--- src/rtl/ultrasonic_scheduler_if.sv ---
// Scheduler <-> system signal bundle; sensor_mask exists only when SENSOR_MASK_EN is defined.
interface ultrasonic_scheduler_if #(
    parameter int NUM_SENSORS = 4
);
    localparam int ID_W = $clog2(NUM_SENSORS);

    logic                   enable;
    logic [NUM_SENSORS-1:0] echo;
    logic [NUM_SENSORS-1:0] trig;
    logic [ID_W-1:0]        sensor_id;
    logic [23:0]            echo_count;
    logic                   count_valid;
    logic [ID_W-1:0]        result_id;
    logic                   timeout;
    logic                   busy;

`ifdef SENSOR_MASK_EN
    logic [NUM_SENSORS-1:0] sensor_mask;

    modport master (
        input  enable, echo, sensor_mask,
        output trig, sensor_id, echo_count, count_valid, result_id, timeout, busy
    );
    modport slave (
        output enable, echo, sensor_mask,
        input  trig, sensor_id, echo_count, count_valid, result_id, timeout, busy
    );
`else
    modport master (
        input  enable, echo,
        output trig, sensor_id, echo_count, count_valid, result_id, timeout, busy
    );
    modport slave (
        output enable, echo,
        input  trig, sensor_id, echo_count, count_valid, result_id, timeout, busy
    );
`endif
endinterface

--- src/rtl/ultrasonic_scheduler.sv ---
// Round-robin trigger/echo-width scheduler for a bank of ultrasonic sensors sharing one counter.
// Optional macro SENSOR_MASK_EN adds sensor_mask to skip sensors in the rotation.
module ultrasonic_scheduler #(
    parameter int NUM_SENSORS    = 4,
    parameter int TRIG_CYCLES    = 1000,
    parameter int RISE_TIMEOUT   = 100000,
    parameter int MAX_ECHO       = 2500000,
    parameter int HOLDOFF_CYCLES = 6000000
) (
    input logic clk,
    input logic reset,
    ultrasonic_scheduler_if.master bus
);
    localparam int ID_W  = $clog2(NUM_SENSORS);
    localparam int CNT_W = 24;
    localparam logic [CNT_W-1:0] TRIG_LAST = CNT_W'(TRIG_CYCLES - 1);
    localparam logic [CNT_W-1:0] RISE_LAST = CNT_W'(RISE_TIMEOUT - 1);
    localparam logic [CNT_W-1:0] HOLD_LAST = CNT_W'(HOLDOFF_CYCLES - 1);
    localparam logic [CNT_W-1:0] ECHO_MAX  = CNT_W'(MAX_ECHO);

    typedef enum logic [2:0] {IDLE, TRIG, WAIT_RISE, MEASURE, HOLDOFF} state_t;

    state_t                 state;
    logic [NUM_SENSORS-1:0] echo_sync_p0;
    logic [NUM_SENSORS-1:0] echo_sync_p1;
    logic                   echo_prev_p2;
    logic [CNT_W-1:0]       cnt;
    logic [ID_W-1:0]        sensor_id;
    logic [ID_W-1:0]        result_id;
    logic [NUM_SENSORS-1:0] trig;
    logic [23:0]            echo_count;
    logic                   count_valid;
    logic                   timeout;
    logic                   busy;
    logic [ID_W-1:0]        idle_id;
    logic [ID_W-1:0]        hold_id;
    logic                   can_start;
    logic                   echo_sel;
    logic                   echo_rise;

    function automatic logic [NUM_SENSORS-1:0] onehot(input logic [ID_W-1:0] id);
        return NUM_SENSORS'(1) << id;
    endfunction

`ifdef SENSOR_MASK_EN
    // Nearest set bit after cur wins; cur itself is the fallback (or first choice when incl_cur).
    function automatic logic [ID_W-1:0] mask_pick(input logic [ID_W-1:0]        cur,
                                                  input logic [NUM_SENSORS-1:0] mask,
                                                  input logic                   incl_cur);
        logic [ID_W-1:0] pick;
        logic [ID_W-1:0] cand;
        pick = cur;
        for (int k = NUM_SENSORS; k >= 1; k--) begin
            cand = ID_W'((int'(cur) + k) % NUM_SENSORS);
            if (mask[cand]) pick = cand;
        end
        if (incl_cur && mask[cur]) pick = cur;
        return pick;
    endfunction

    assign can_start = |bus.sensor_mask;
    assign idle_id   = mask_pick(sensor_id, bus.sensor_mask, 1'b1);
    assign hold_id   = mask_pick(sensor_id, bus.sensor_mask, 1'b0);
`else
    function automatic logic [ID_W-1:0] rr_next(input logic [ID_W-1:0] cur);
        return (cur == ID_W'(NUM_SENSORS - 1)) ? '0 : cur + 1'b1;
    endfunction

    assign can_start = 1'b1;
    assign idle_id   = sensor_id;
    assign hold_id   = rr_next(sensor_id);
`endif

    assign echo_sel  = echo_sync_p1[sensor_id];
    assign echo_rise = echo_sel & ~echo_prev_p2;

    always_ff @(posedge clk) begin
        if (reset) begin
            state        <= IDLE;
            echo_sync_p0 <= '0;
            echo_sync_p1 <= '0;
            echo_prev_p2 <= 1'b0;
            cnt          <= '0;
            sensor_id    <= '0;
            result_id    <= '0;
            trig         <= '0;
            echo_count   <= '0;
            count_valid  <= 1'b0;
            timeout      <= 1'b0;
            busy         <= 1'b0;
        end else begin
            // Stage p0/p1: two-flop synchronizer on every raw echo line
            echo_sync_p0 <= bus.echo;
            echo_sync_p1 <= echo_sync_p0;
            // Stage p2: previous sample of the selected line for edge detection
            echo_prev_p2 <= echo_sel;
            count_valid  <= 1'b0;

            case (state)
                IDLE: begin
                    if (bus.enable && can_start) begin
                        sensor_id    <= idle_id;
                        trig         <= onehot(idle_id);
                        echo_prev_p2 <= 1'b0;
                        cnt          <= '0;
                        busy         <= 1'b1;
                        state        <= TRIG;
                    end
                end
                TRIG: begin
                    if (cnt == TRIG_LAST) begin
                        trig  <= '0;
                        cnt   <= '0;
                        state <= WAIT_RISE;
                    end else begin
                        cnt <= cnt + 1'b1;
                    end
                end
                WAIT_RISE: begin
                    if (echo_rise) begin
                        cnt   <= CNT_W'(1);
                        state <= MEASURE;
                    end else if (cnt == RISE_LAST) begin
                        echo_count  <= '0;
                        timeout     <= 1'b1;
                        result_id   <= sensor_id;
                        count_valid <= 1'b1;
                        cnt         <= '0;
                        state       <= HOLDOFF;
                    end else begin
                        cnt <= cnt + 1'b1;
                    end
                end
                MEASURE: begin
                    if (!echo_sel) begin
                        echo_count  <= cnt;
                        timeout     <= 1'b0;
                        result_id   <= sensor_id;
                        count_valid <= 1'b1;
                        cnt         <= '0;
                        state       <= HOLDOFF;
                    end else if (cnt == ECHO_MAX) begin
                        echo_count  <= ECHO_MAX;
                        timeout     <= 1'b1;
                        result_id   <= sensor_id;
                        count_valid <= 1'b1;
                        cnt         <= '0;
                        state       <= HOLDOFF;
                    end else begin
                        cnt <= cnt + 1'b1;
                    end
                end
                HOLDOFF: begin
                    if (cnt == HOLD_LAST) begin
                        sensor_id <= hold_id;
                        cnt       <= '0;
                        if (bus.enable && can_start) begin
                            trig         <= onehot(hold_id);
                            echo_prev_p2 <= 1'b0;
                            state        <= TRIG;
                        end else begin
                            busy  <= 1'b0;
                            state <= IDLE;
                        end
                    end else begin
                        cnt <= cnt + 1'b1;
                    end
                end
                default: state <= IDLE;
            endcase
        end
    end

    assign bus.trig        = trig;
    assign bus.sensor_id   = sensor_id;
    assign bus.echo_count  = echo_count;
    assign bus.count_valid = count_valid;
    assign bus.result_id   = result_id;
    assign bus.timeout     = timeout;
    assign bus.busy        = busy;
endmodule

--- src/flat_wrapper.sv ---
// flat-port wrapper written by rule: the top's interface ports become plain ports
module ultrasonic_scheduler_flat 
#(
    parameter int NUM_SENSORS    = 4,
    parameter int TRIG_CYCLES    = 1000,
    parameter int RISE_TIMEOUT   = 100000,
    parameter int MAX_ECHO       = 2500000,
    parameter int HOLDOFF_CYCLES = 6000000
)
  (clk, reset, bus_enable, bus_echo, bus_trig, bus_sensor_id, bus_echo_count, bus_count_valid, bus_result_id, bus_timeout, bus_busy);
  ultrasonic_scheduler_if #(.NUM_SENSORS(NUM_SENSORS)) bus_i ();
  input logic clk;
  input logic reset;
  input wire logic [$bits(bus_i.enable)-1:0] bus_enable;
  input wire logic [$bits(bus_i.echo)-1:0] bus_echo;
  output wire logic [$bits(bus_i.trig)-1:0] bus_trig;
  output wire logic [$bits(bus_i.sensor_id)-1:0] bus_sensor_id;
  output wire logic [$bits(bus_i.echo_count)-1:0] bus_echo_count;
  output wire logic [$bits(bus_i.count_valid)-1:0] bus_count_valid;
  output wire logic [$bits(bus_i.result_id)-1:0] bus_result_id;
  output wire logic [$bits(bus_i.timeout)-1:0] bus_timeout;
  output wire logic [$bits(bus_i.busy)-1:0] bus_busy;
  assign bus_i.enable = bus_enable;
  assign bus_i.echo = bus_echo;
  assign bus_trig = bus_i.trig;
  assign bus_sensor_id = bus_i.sensor_id;
  assign bus_echo_count = bus_i.echo_count;
  assign bus_count_valid = bus_i.count_valid;
  assign bus_result_id = bus_i.result_id;
  assign bus_timeout = bus_i.timeout;
  assign bus_busy = bus_i.busy;
  ultrasonic_scheduler #(.NUM_SENSORS(NUM_SENSORS), .TRIG_CYCLES(TRIG_CYCLES), .RISE_TIMEOUT(RISE_TIMEOUT), .MAX_ECHO(MAX_ECHO), .HOLDOFF_CYCLES(HOLDOFF_CYCLES)) u_core (.clk(clk), .reset(reset), .bus(bus_i));
endmodule
--- config.mk ---
export PLATFORM = sky130hd
export DESIGN_NAME = ultrasonic_scheduler_flat
export DESIGN_NICKNAME = d
export VERILOG_FILES = /design/src/rtl/ultrasonic_scheduler_if.sv /design/src/rtl/ultrasonic_scheduler.sv /design/src/flat_wrapper.sv
export SDC_FILE = /design/constraint.sdc
export NUM_CORES = 1
export LEC_CHECK = 0
export CORE_ASPECT_RATIO = 0.75
export CORE_MARGIN = 2
export CORE_UTILIZATION = 44
export CTS_CLUSTER_SIZE = 25
export DETAILED_ROUTE_END_ITERATION = 7
export MAX_ROUTING_LAYER = met4
export PLACE_DENSITY = 0.73
export RECOVER_POWER = 100
export SLEW_MARGIN = 20
export SYNTH_ARGS = -nofsm -noshare
export SYNTH_HDL_FRONTEND = slang
export SYNTH_SLANG_ARGS = --single-unit
--- constraint.sdc ---
create_clock -name clk -period 2.6 [get_ports clk]
set_input_delay 0.39 -clock clk [delete_from_list [all_inputs] [get_ports clk]]
set_output_delay 0.39 -clock clk [all_outputs]
set_load 0.02 [all_outputs]
==> metrics.md <==
| Metric | Value |
|---|---|
| Run status | finished clean |
| CTS Root Buffer Type | clkbuf_8 |
| Power Density | 567 mW/mm2 |
| Share of layout cells above drive strength 1 | 12.0% |
| Synth cell types | 63 |
| Fin nets | 448 |
| Routed len/inst | 16.0 um |
| P&R area growth vs syn | 22.7% |
| CP Launch Type | flop |
| Post-synthesis cell area | 0.00338 mm2 |
| Crit path capture type | flop |
| DIE WIDTH | 105 um |
| Crit Reg-Reg Startpoint | u_core.cnt[1] |
| Setup TNS | 0 ps |
| Most common library cell in the layout ignoring fill and taps | dfxtp_1 |
| RSZ-0062 raised after global routing | false |
| Core footprint | 0.00740 mm2 |
| Cells after synthesis | 386 |
| Cell Rows | 27 |
| DRC | 0 |
| Post-CTS Setup Bufs | 0 |
| Largest net degree at the start of global routing | 33 |
| Num CTS Buffers | 9 |
| Slew headroom | 49.3% |
| Data arrival, critical path | 2670 ps |
| First-pass GRT wire length | 14400 um |
| Die Height | 79.9 um |
| Synth Flop Type | dfxtp_1 |
| Hold_sp | u_core.echo_sync_p0[2] |
| I/O Buffers | 41 |
| Worst reg2reg endpoint | u_core.state[0] |
| Post-synth EDFFs | 0 |
| Placer Congestion | 0.899 |
| Reg2Reg Depth | 7 |
| Share of the synthesized area in the top cell type | 42.1% |
| Syn. warnings | 0 |
| Most frequent cells in the layout | dfxtp_1 (71), nor2_1 (61), dlygate4sd3_1 (36), nand2_1 (28), nor3_1 (21) |
| Async set-or-reset flop fraction in the synthesized netlist | 0% |
| Worst slew pin tran | 757 ps |
| Final wirelength | 8690 um |
| Finished Layout Cells | 544 |
| Critical Path RT | 2870 ps |
| Worst hold-check path type | reg -> reg |
| Synth top area cells | dfxtp_1 (42%), nor2_1 (6.8%), a22oi_1 (3.6%) |
| Slew Limit Fails | 0 |
| Part of the power in the clock network | 34.7% |
| Drt first pass iters | 5 |
| DR iter-0 viols | 243 |
| Fin crit share | 92.4% |
| Clock Tree Buf Depth | 2 |
| Final HPWL DP | 6240 um |
| DRT antenna net count | 0 |
| Number of global-route vias before repair | 2857 |
| DR vias | 3014 |
| Max Clk Rate | 0.416 GHz |
| Clock Skews | 10.5 ps |
| Tot GR Track Use | 22.6% |
| CP max FO | 5 |
| Synthesized area per cell | 8.75 um2 |
| WHS Endpoint | u_core.echo_sync_p1[2] |
| Switch share | 28.9% |
| Clk slew on worst S/H paths | 80 ps |
| # hold bufs at CTS | 0 |
| Max-cap viol count | 0 |
| Sw Pwr | 0.678 mW |
| Final-report hold violation count | 0 |
| Synthesized flop and latch total | 71 |
| Initial Util | 45.6% |
| Maximum vdd ir drop | 305 uV |
| Reg power frac | 48.4% |
| Flop2flop setup slack | 200 ps |
| Setup-failing EPs final | 0 |
| Yosys top cell by area | dfxtp_1 |
| N_diodes | 0 |
| Post-CTS sizing | 0 |
| Die area | 0.00840 mm2 |
| CTS tree | yes |
| Placed insts | 528 |
| Vias/cell | 5.54 |
| Initial antenna violation count | 0 |
| Worst skew pair latency | 350 ps |
| H-tree depth | 3 |
| P_int | 1.67 mW |
| Hold slack | 437 ps |
| Hold path cells | 1 |
| Fin crit period | 2400 ps |
| Sequential cell area fraction in the yosys report | 42.1% |
| Total congestion overflow | 0 |
| Post-Syn Nets | 396 |
| CTS Sinks | 71 |
| Critical path class | reg -> reg |
| # IOs | 42 |
| Fin util | 56.0% |
| Lkg Pwr | 1.58 nW |
| Comb power frac | 16.9% |
## cell usage after synthesis, types with 8 or more instances
cell / count
nand3_1: 8
o22ai_1: 9
nand2_1: 28
clkbuf_1: 11
dfxtp_1: 71
nor2_1: 61
buf_2: 8
xor2_1: 11
nor3_1: 21
mux2i_1: 9
inv_1: 12
nor2b_1: 13
a22oi_1: 16
a21oi_1: 12
nand4_1: 10
## through the flow
stage	area (um2)	setup slack (ps)	total power, mW
floorplan	3380	209	1.42
global placement	3980	304	1.56
detailed placement	3980	258	1.56
CTS	4170	225	2.38
global route	4140	74.0	2.45
finish	4140	199	2.35
## cell type report
type                            instances  area (um2)
Clock inverter                          4        30.0
Fill cell                             647        3260
Timing Repair Buffer                   65         592
Multi-Input combinational cell        279        1770
Clock buffer                           12         155
Tap cell                              101         126
Inverter                               12        45.0
Sequential cell                        71        1420
## kinds of logic (layout without fill, tap and decap cells)
kind of cell    count (synthesis)  in the layout  share of synthesized area (%)
compound gates                 65             65                           13.9
xor+xnor                       17             17                           4.41
fa+ha+maj                       3              3                           1.11
buf+inv                        36             93                           5.00
flops                          71             71                           42.1
mux                            11             11                           3.67
simple gates                  183            183                           29.8
## routing by layer
metal / global-route usage (%) / part of all wire (%)
met5: - / 0
met4: 5.20 / 0.90
met3: 6.45 / 8.2
met2: 33.1 / 42
met1: 31.1 / 49
## worst max-delay path by stage
stage               depth (start not counted)                        to                    start
global route                                7  u_core.bus.echo_count[3]            u_core.cnt[5]
finish                                      7           u_core.state[0]            u_core.cnt[1]
global placement                            7           u_core.state[0]            u_core.cnt[0]
CTS                                         7           u_core.state[0]            u_core.cnt[1]
floorplan                                   7  u_core.bus.echo_count[2]  u_core.bus.sensor_id[0]
detailed placement                          7           u_core.state[0]            u_core.cnt[0]
## critical path: stages (launching register included)
cell and delay, ps:
dfxtp_1 350, ha_1 260, and4bb_2 290, nand4_2 210, nor3_1 380, o41ai_2 170
or4_1 530, a21oi_1 140
## sequential cells by signal, indices dropped and copies added (netlist names), 2 cells and up
register	count
u_core.bus.sensor_id	2
u_core.bus.trig	4
u_core.bus.result_id	2
u_core.echo_sync_p1	4
u_core.cnt	24
u_core.bus.echo_count	24
u_core.state	3
u_core.echo_sync_p0	4
## power by group through the flow
stage	clock, mW	sequential, mW	combinational [mW]
after global placement	0	1.16	0.395
final	0.814	1.14	0.396
after detailed placement	0	1.16	0.401
after global routing	0.880	1.14	0.429
after CTS	0.838	1.14	0.403
after floorplan	0	1.18	0.236
Power figures use the tool's default switching activity.
